[config.mk]
export PLATFORM = sky130hd
export DESIGN_NAME = branch_predictor_bht
export DESIGN_NICKNAME = d
export VERILOG_FILES = /design/src/rtl/branch_predictor_bht.sv
export SDC_FILE = /design/constraint.sdc
export NUM_CORES = 1
export LEC_CHECK = 0
export ABC_AREA = 1
export BUFFER_PORTS_ARGS = -buffer_cell sky130_fd_sc_hd__buf_2
export CAP_MARGIN = 25
export CORE_MARGIN = 10
export CORE_UTILIZATION = 33
export CTS_CLUSTER_DIAMETER = 40
export DETAILED_ROUTE_END_ITERATION = 12
export GPL_ROUTABILITY_DRIVEN = 1
export PLACE_DENSITY = 0.52
export SLEW_MARGIN = 20
export SYNTH_ARGS = -nofsm -noshare
export SYNTH_HDL_FRONTEND = slang
export SYNTH_SLANG_ARGS = --single-unit
[constraint.sdc]
create_clock -name clk -period 1.6 [get_ports clk]
set_clock_uncertainty 0.15 [all_clocks]
set_input_delay 0.16 -clock clk [delete_from_list [all_inputs] [get_ports clk]]
set_output_delay 0.16 -clock clk [all_outputs]
set_load 0.02 [all_outputs]
[src/rtl/branch_predictor_bht.sv]
// Direct-mapped 2-bit saturating-counter branch predictor with misprediction flush/redirect.
// Optional performance counters are built when BP_PERF_CNT_EN is defined.
module branch_predictor_bht #(
  parameter int ENTRIES = 64,
  parameter int IDX_LSB = 2
) (
  input  logic        clk,
  input  logic        rst_n,
  input  logic        fetch_valid,
  input  logic [31:0] fetch_pc,
  output logic        pred_valid,
  output logic        pred_taken,
  input  logic        upd_valid,
  input  logic        upd_is_cond,
  input  logic [31:0] upd_pc,
  input  logic [31:0] upd_target,
  input  logic        upd_pred_taken,
  input  logic        upd_br_taken,
  output logic        flush,
  output logic [31:0] redirect_pc,
  output logic [31:0] perf_branches,
  output logic [31:0] perf_mispred
);

  localparam int IDX_W = $clog2(ENTRIES);

  localparam logic [1:0] CTR_SNT = 2'b00;
  localparam logic [1:0] CTR_WNT = 2'b01;
  localparam logic [1:0] CTR_ST  = 2'b11;

  logic [1:0]       table_q [ENTRIES];
  logic [IDX_W-1:0] fetch_idx;
  logic [IDX_W-1:0] upd_idx;
  logic             train;
  logic             mp;
  logic [1:0]       upd_ctr;
  logic [1:0]       ctr_d;
  logic [31:0]      redirect_d;

  logic             pred_valid_q;
  logic             pred_taken_q;
  logic             flush_q;
  logic [31:0]      redirect_q;

  // Only the index slice of each PC is consumed; upper bits alias by design.
  logic unused_pc_bits;
  assign unused_pc_bits = ^{fetch_pc, upd_pc};

  assign fetch_idx = fetch_pc[IDX_LSB +: IDX_W];
  assign upd_idx   = upd_pc[IDX_LSB +: IDX_W];
  assign train     = upd_valid & upd_is_cond;
  assign mp        = upd_valid & (upd_pred_taken != upd_br_taken);
  assign upd_ctr   = table_q[upd_idx];

  // NOTE: every signal written here gets a default first, so no latch is inferred.
  always_comb begin
    ctr_d = upd_ctr;
    if (upd_br_taken) begin
      if (upd_ctr != CTR_ST) ctr_d = upd_ctr + 2'd1;
    end else begin
      if (upd_ctr != CTR_SNT) ctr_d = upd_ctr - 2'd1;
    end
    redirect_d = upd_br_taken ? upd_target : (upd_pc + 32'd4);
  end

  // NOTE: the table lives in flops, not RAM, because every entry must reset to weak-NT.
  always_ff @(posedge clk or negedge rst_n) begin
    if (!rst_n) begin
      for (int i = 0; i < ENTRIES; i++) table_q[i] <= CTR_WNT;
    end else if (train) begin
      table_q[upd_idx] <= ctr_d;
    end
  end

  // NOTE: non-blocking assignments keep the lookup reading the pre-update counter.
  always_ff @(posedge clk or negedge rst_n) begin
    if (!rst_n) begin
      pred_valid_q <= 1'b0;
      pred_taken_q <= 1'b0;
      flush_q      <= 1'b0;
      redirect_q   <= 32'h0;
    end else begin
      pred_valid_q <= fetch_valid;
      if (fetch_valid) pred_taken_q <= table_q[fetch_idx][1];
      flush_q <= mp;
      if (mp) redirect_q <= redirect_d;
    end
  end

  assign pred_valid  = pred_valid_q;
  assign pred_taken  = pred_taken_q;
  assign flush       = flush_q;
  assign redirect_pc = redirect_q;

`ifdef BP_PERF_CNT_EN
  logic [31:0] perf_br_q;
  logic [31:0] perf_mp_q;

  always_ff @(posedge clk or negedge rst_n) begin
    if (!rst_n) begin
      perf_br_q <= 32'h0;
      perf_mp_q <= 32'h0;
    end else begin
      if (train) perf_br_q <= perf_br_q + 32'd1;
      if (mp)    perf_mp_q <= perf_mp_q + 32'd1;
    end
  end

  assign perf_branches = perf_br_q;
  assign perf_mispred  = perf_mp_q;
`else
  assign perf_branches = 32'h0;
  assign perf_mispred  = 32'h0;
`endif

endmodule

==> flow_summary_export.csv <==
group,metric,value,unit
place,io_buffers,111,
global_routing,groute.usage.overall,20.37,%
worst_setup_path,critPathArrivalTime,2.24,ns
cts,cts_buffers,17,
routing,wl,42.25,mm
cts,numClockSinks,163,
power_and_ir_drop,power-per-cell-area,824.6,mW/mm²
place,dpl.hpwl,29.10,mm
timing,worst_pin_slew,0.5344,ns
timing,period_share,125.2,%
logic_synthesis,postSynthAreaPerCell,6.466,µm²
logic_synthesis,synth_edf_count,0,
status,status,"complete, but fails checks",
routing,drtIter0Drc,761,
worst_setup_path,path_class,"flip-flop to flip-flop",
logic_synthesis,postSynth.asyncResetShare,100.0,%
global_routing,grt_overflow,0,
cts,clock_tree.buffer_depth,2,
timing,whs,0.007008,ns
layout,areaGrowthSynthToFinish,39.69,%
floorplanning,fp.dieH,199.7,µm
timing,finalHoldViolations,0,
global_routing,antenna_found_initial,1,
power_and_ir_drop,vdd_drop_max,0.7135,mV
logic_synthesis,synth-seq-cells,163,
cts,ctsRootBufferMaster,"clkbuf_16",
routing,viasPerCell,4.819,
worst_setup_path,start_kind,"flip-flop",
timing,tns,-46.14,ns
run,cap_viol_max_count,0,
global_routing,grt_pass1_wl,63.13,mm
logic_synthesis,synth_flop_cell,"dfrtp_1",
layout,fillers,3285,
floorplanning,initial_utilization,33.59,%
floorplanning,row_count,65,
global_routing,grt_max_degree,45,
place,finalWeightedCongestion,0.8884,
cts,clock_latency,0.45,ns
timing,slew_viol_final,0,
floorplanning,io_pins,202,
routing,drtPass1Iterations,5,
timing,fin_ws,-0.4037,ns
floorplanning,core,0.03172,mm²
floorplanning,die_w,199.7,µm
worst_setup_path,endpoint_kind,"flip-flop",
timing,rsz0062_at_grt,"true",
logic_synthesis,ys_types,34,
layout,drive_above_1_share,27.22,%
logic_synthesis,synth_warnings,0,
cts,cts_tree,"yes",
worst_setup_path,path_max_fanout,7,
routing,ant_nets,0,
routing,drc,0,
timing,fmax,0.4991,GHz
global_routing,grt_pass1_vias,11378,
logic_synthesis,synthCells,1648,
logic_synthesis,netlist_area,0.01066,mm²
layout,nets,2097,
logic_synthesis,ys_seq_area_share,39.03,%
timing,fin_crit,2.004,ns
routing,num_vias,11610,
floorplanning,dieArea,0.03988,mm²
timing,slew_headroom,64.34,%
cts,cts_max_level,4,
cts,clk_pin_slew,0.06,ns
hold_path,hp-class,"input port to flip-flop",
routing,routedWlPerCell,17.54,µm
timing,setup_viol_count_final,129,
power_and_ir_drop,power.leakage,7.563,nW
status,failed_checks,"setup timing",
worst_setup_path,required,1.83,ns
[report_power, final]
group | total, mW | switching [mW] | leakage, nW | internal [mW]
combinational | 3.00 | 1.85 | 5.31 | 1.15
sequential | 4.74 | 0.182 | 1.97 | 4.56
clock | 4.54 | 1.88 | 0.285 | 2.66
[final cells by class]
| type | count | area [µm²] | share of cell area (%) |
|---|---|---|---|
| multi-input cells | 1259 | 5657 | 38.00 |
| flip-flops and latches | 163 | 4159 | 27.94 |
| repair buffers | 398 | 3349 | 22.50 |
| inverters | 154 | 584.3 | 3.926 |
| well taps | 402 | 503.0 | 3.379 |
| clock buffers | 20 | 446.7 | 3.001 |
| clock inverters | 12 | 182.7 | 1.227 |
| diodes | 1 | 2.502 | 0.01681 |
[Yosys cell counts, types with 2 or more instances]
cell type / number / share of area, %
a21oi_1: 29 / 1.4
a31oi_1: 4 / 0.23
buf_1: 4 / 0.14
buf_2: 30 / 1.4
buf_4: 76 / 5.4
clkbuf_1: 26 / 0.92
clkinv_1: 3 / 0.11
dfrtp_1: 99 / 23
dfstp_2: 64 / 16
inv_1: 146 / 5.1
inv_2: 5 / 0.18
nand2_1: 695 / 24
nand2_2: 3 / 0.18
nand3_1: 185 / 8.7
nand3b_1: 3 / 0.21
nand4_1: 5 / 0.29
nor2_1: 135 / 4.8
nor2_2: 4 / 0.23
nor3_1: 36 / 1.7
o211ai_1: 11 / 0.78
o21a_1: 2 / 0.14
o21ai_0: 45 / 2.1
o21ai_1: 10 / 0.47
o22ai_1: 3 / 0.18
or2_1: 3 / 0.18
or2_2: 2 / 0.12
xnor2_1: 3 / 0.25
xor2_1: 11 / 0.90
[cells by family after synthesis]
group	synth area share, %
AO/OA/AOI/OAI	5.272
XOR/XNOR	1.151
adder cells (fa/ha/maj)	0.1174
buffers and inverters	13.25
flip-flops	39.03
other	0.03519
AND/OR/NAND/NOR	41.15
[sequential cells by signal (all words and copies together) (netlist names)]
name / cells
table_q: 128
redirect_pc: 32
flush: 1
pred_taken: 1
pred_valid: 1
[routing by layer]
layer  track usage (%)  share of wire (%)  wire length (µm)  up-vias
met4             5.637                2.0               833        2
met1             26.46                 44             18400     5462
li1                  -                  -                 -     5693
met5                 0              0.028                12        -
met3             3.196                7.4              3124       57
met2             34.25                 47             19880      396
[worst max-delay path, cell delays in order, from the launching register on]
cell and delay [ns]:
dfstp_2 0.54, nand2_1 0.05, nand2_1 0.06, nand2_1 0.07, nand2_2 0.11, nand2_1 0.06, nand2_1 0.06, nand2_1 0.06
nand2_1 0.09, nor2_2 0.05, nand2_2 0.08, inv_2 0.08, nand2_8 0.14, clkbuf_16 0.19, nand3_1 0.08, nand2_1 0.07
[per-stage QoR]
stage | std cells | instance area [µm²] | utilization (%) | setup slack [ns] | total power, mW
floorplan | 1711 | 11040 | - | -0.09135 | 6.304
global placement | 2315 | 13210 | 41.63 | -0.6164 | 7.342
detailed placement | 2315 | 13210 | 41.63 | -0.6270 | 7.365
CTS | 2391 | 14310 | 45.10 | -0.3903 | 12.03
global route | 2408 | 14880 | 46.92 | -0.4840 | 12.80
finish | 2409 | 14880 | 46.93 | -0.4037 | 12.27
[cell usage in the layout (no fill, tap or decap), types with 5 or more instances in the layout]
cell type | Yosys | routed
nor2_1 | 135 | 123
buf_2 | 30 | 109
xor2_1 | 11 | 11
dfrtp_1 | 99 | 99
nand2_2 | 3 | 28
buf_4 | 76 | 202
inv_1 | 146 | 140
nor3_1 | 36 | 35
clkinvlp_4 | 0 | 7
nand4_1 | 5 | 5
nand3_1 | 185 | 159
o21ai_0 | 45 | 41
nand2_1 | 695 | 666
a21oi_1 | 29 | 28
clkbuf_16 | 0 | 24
nor2_2 | 4 | 14
conb_1 | 1 | 64
buf_12 | 0 | 30
o211ai_1 | 11 | 11
nand3_2 | 0 | 25
o21ai_1 | 10 | 11
dlygate4sd3_1 | 0 | 44
dfstp_2 | 64 | 64
inv_2 | 5 | 10
[final timing paths]
check                             start              end  slack [ns]  depth (start not counted)
max                        table_q[102]      table_q[39]       -0.40                         15
min                          upd_pc[24]  redirect_pc[24]       0.007                          5
max reg2reg                table_q[102]      table_q[39]       -0.40                         15
min reg2reg                 table_q[50]      table_q[50]        0.32                          2
max in group asynchronous         rst_n     table_q[106]        0.57                          3
min in group asynchronous         rst_n      table_q[11]        0.03                          2
[timing repair]
action / in CTS / in global routing
pin swaps: 0 / 35
endpoints found under the hold margin: 151 / 0
cloned: 0 / 11
endpoints found under the setup margin: 133 / 146
hold buffers: 44 / 0
buffers inserted: 0 / 6
resized for setup: 12 / 86
Note: power is estimated with default switching activity, not from simulation.
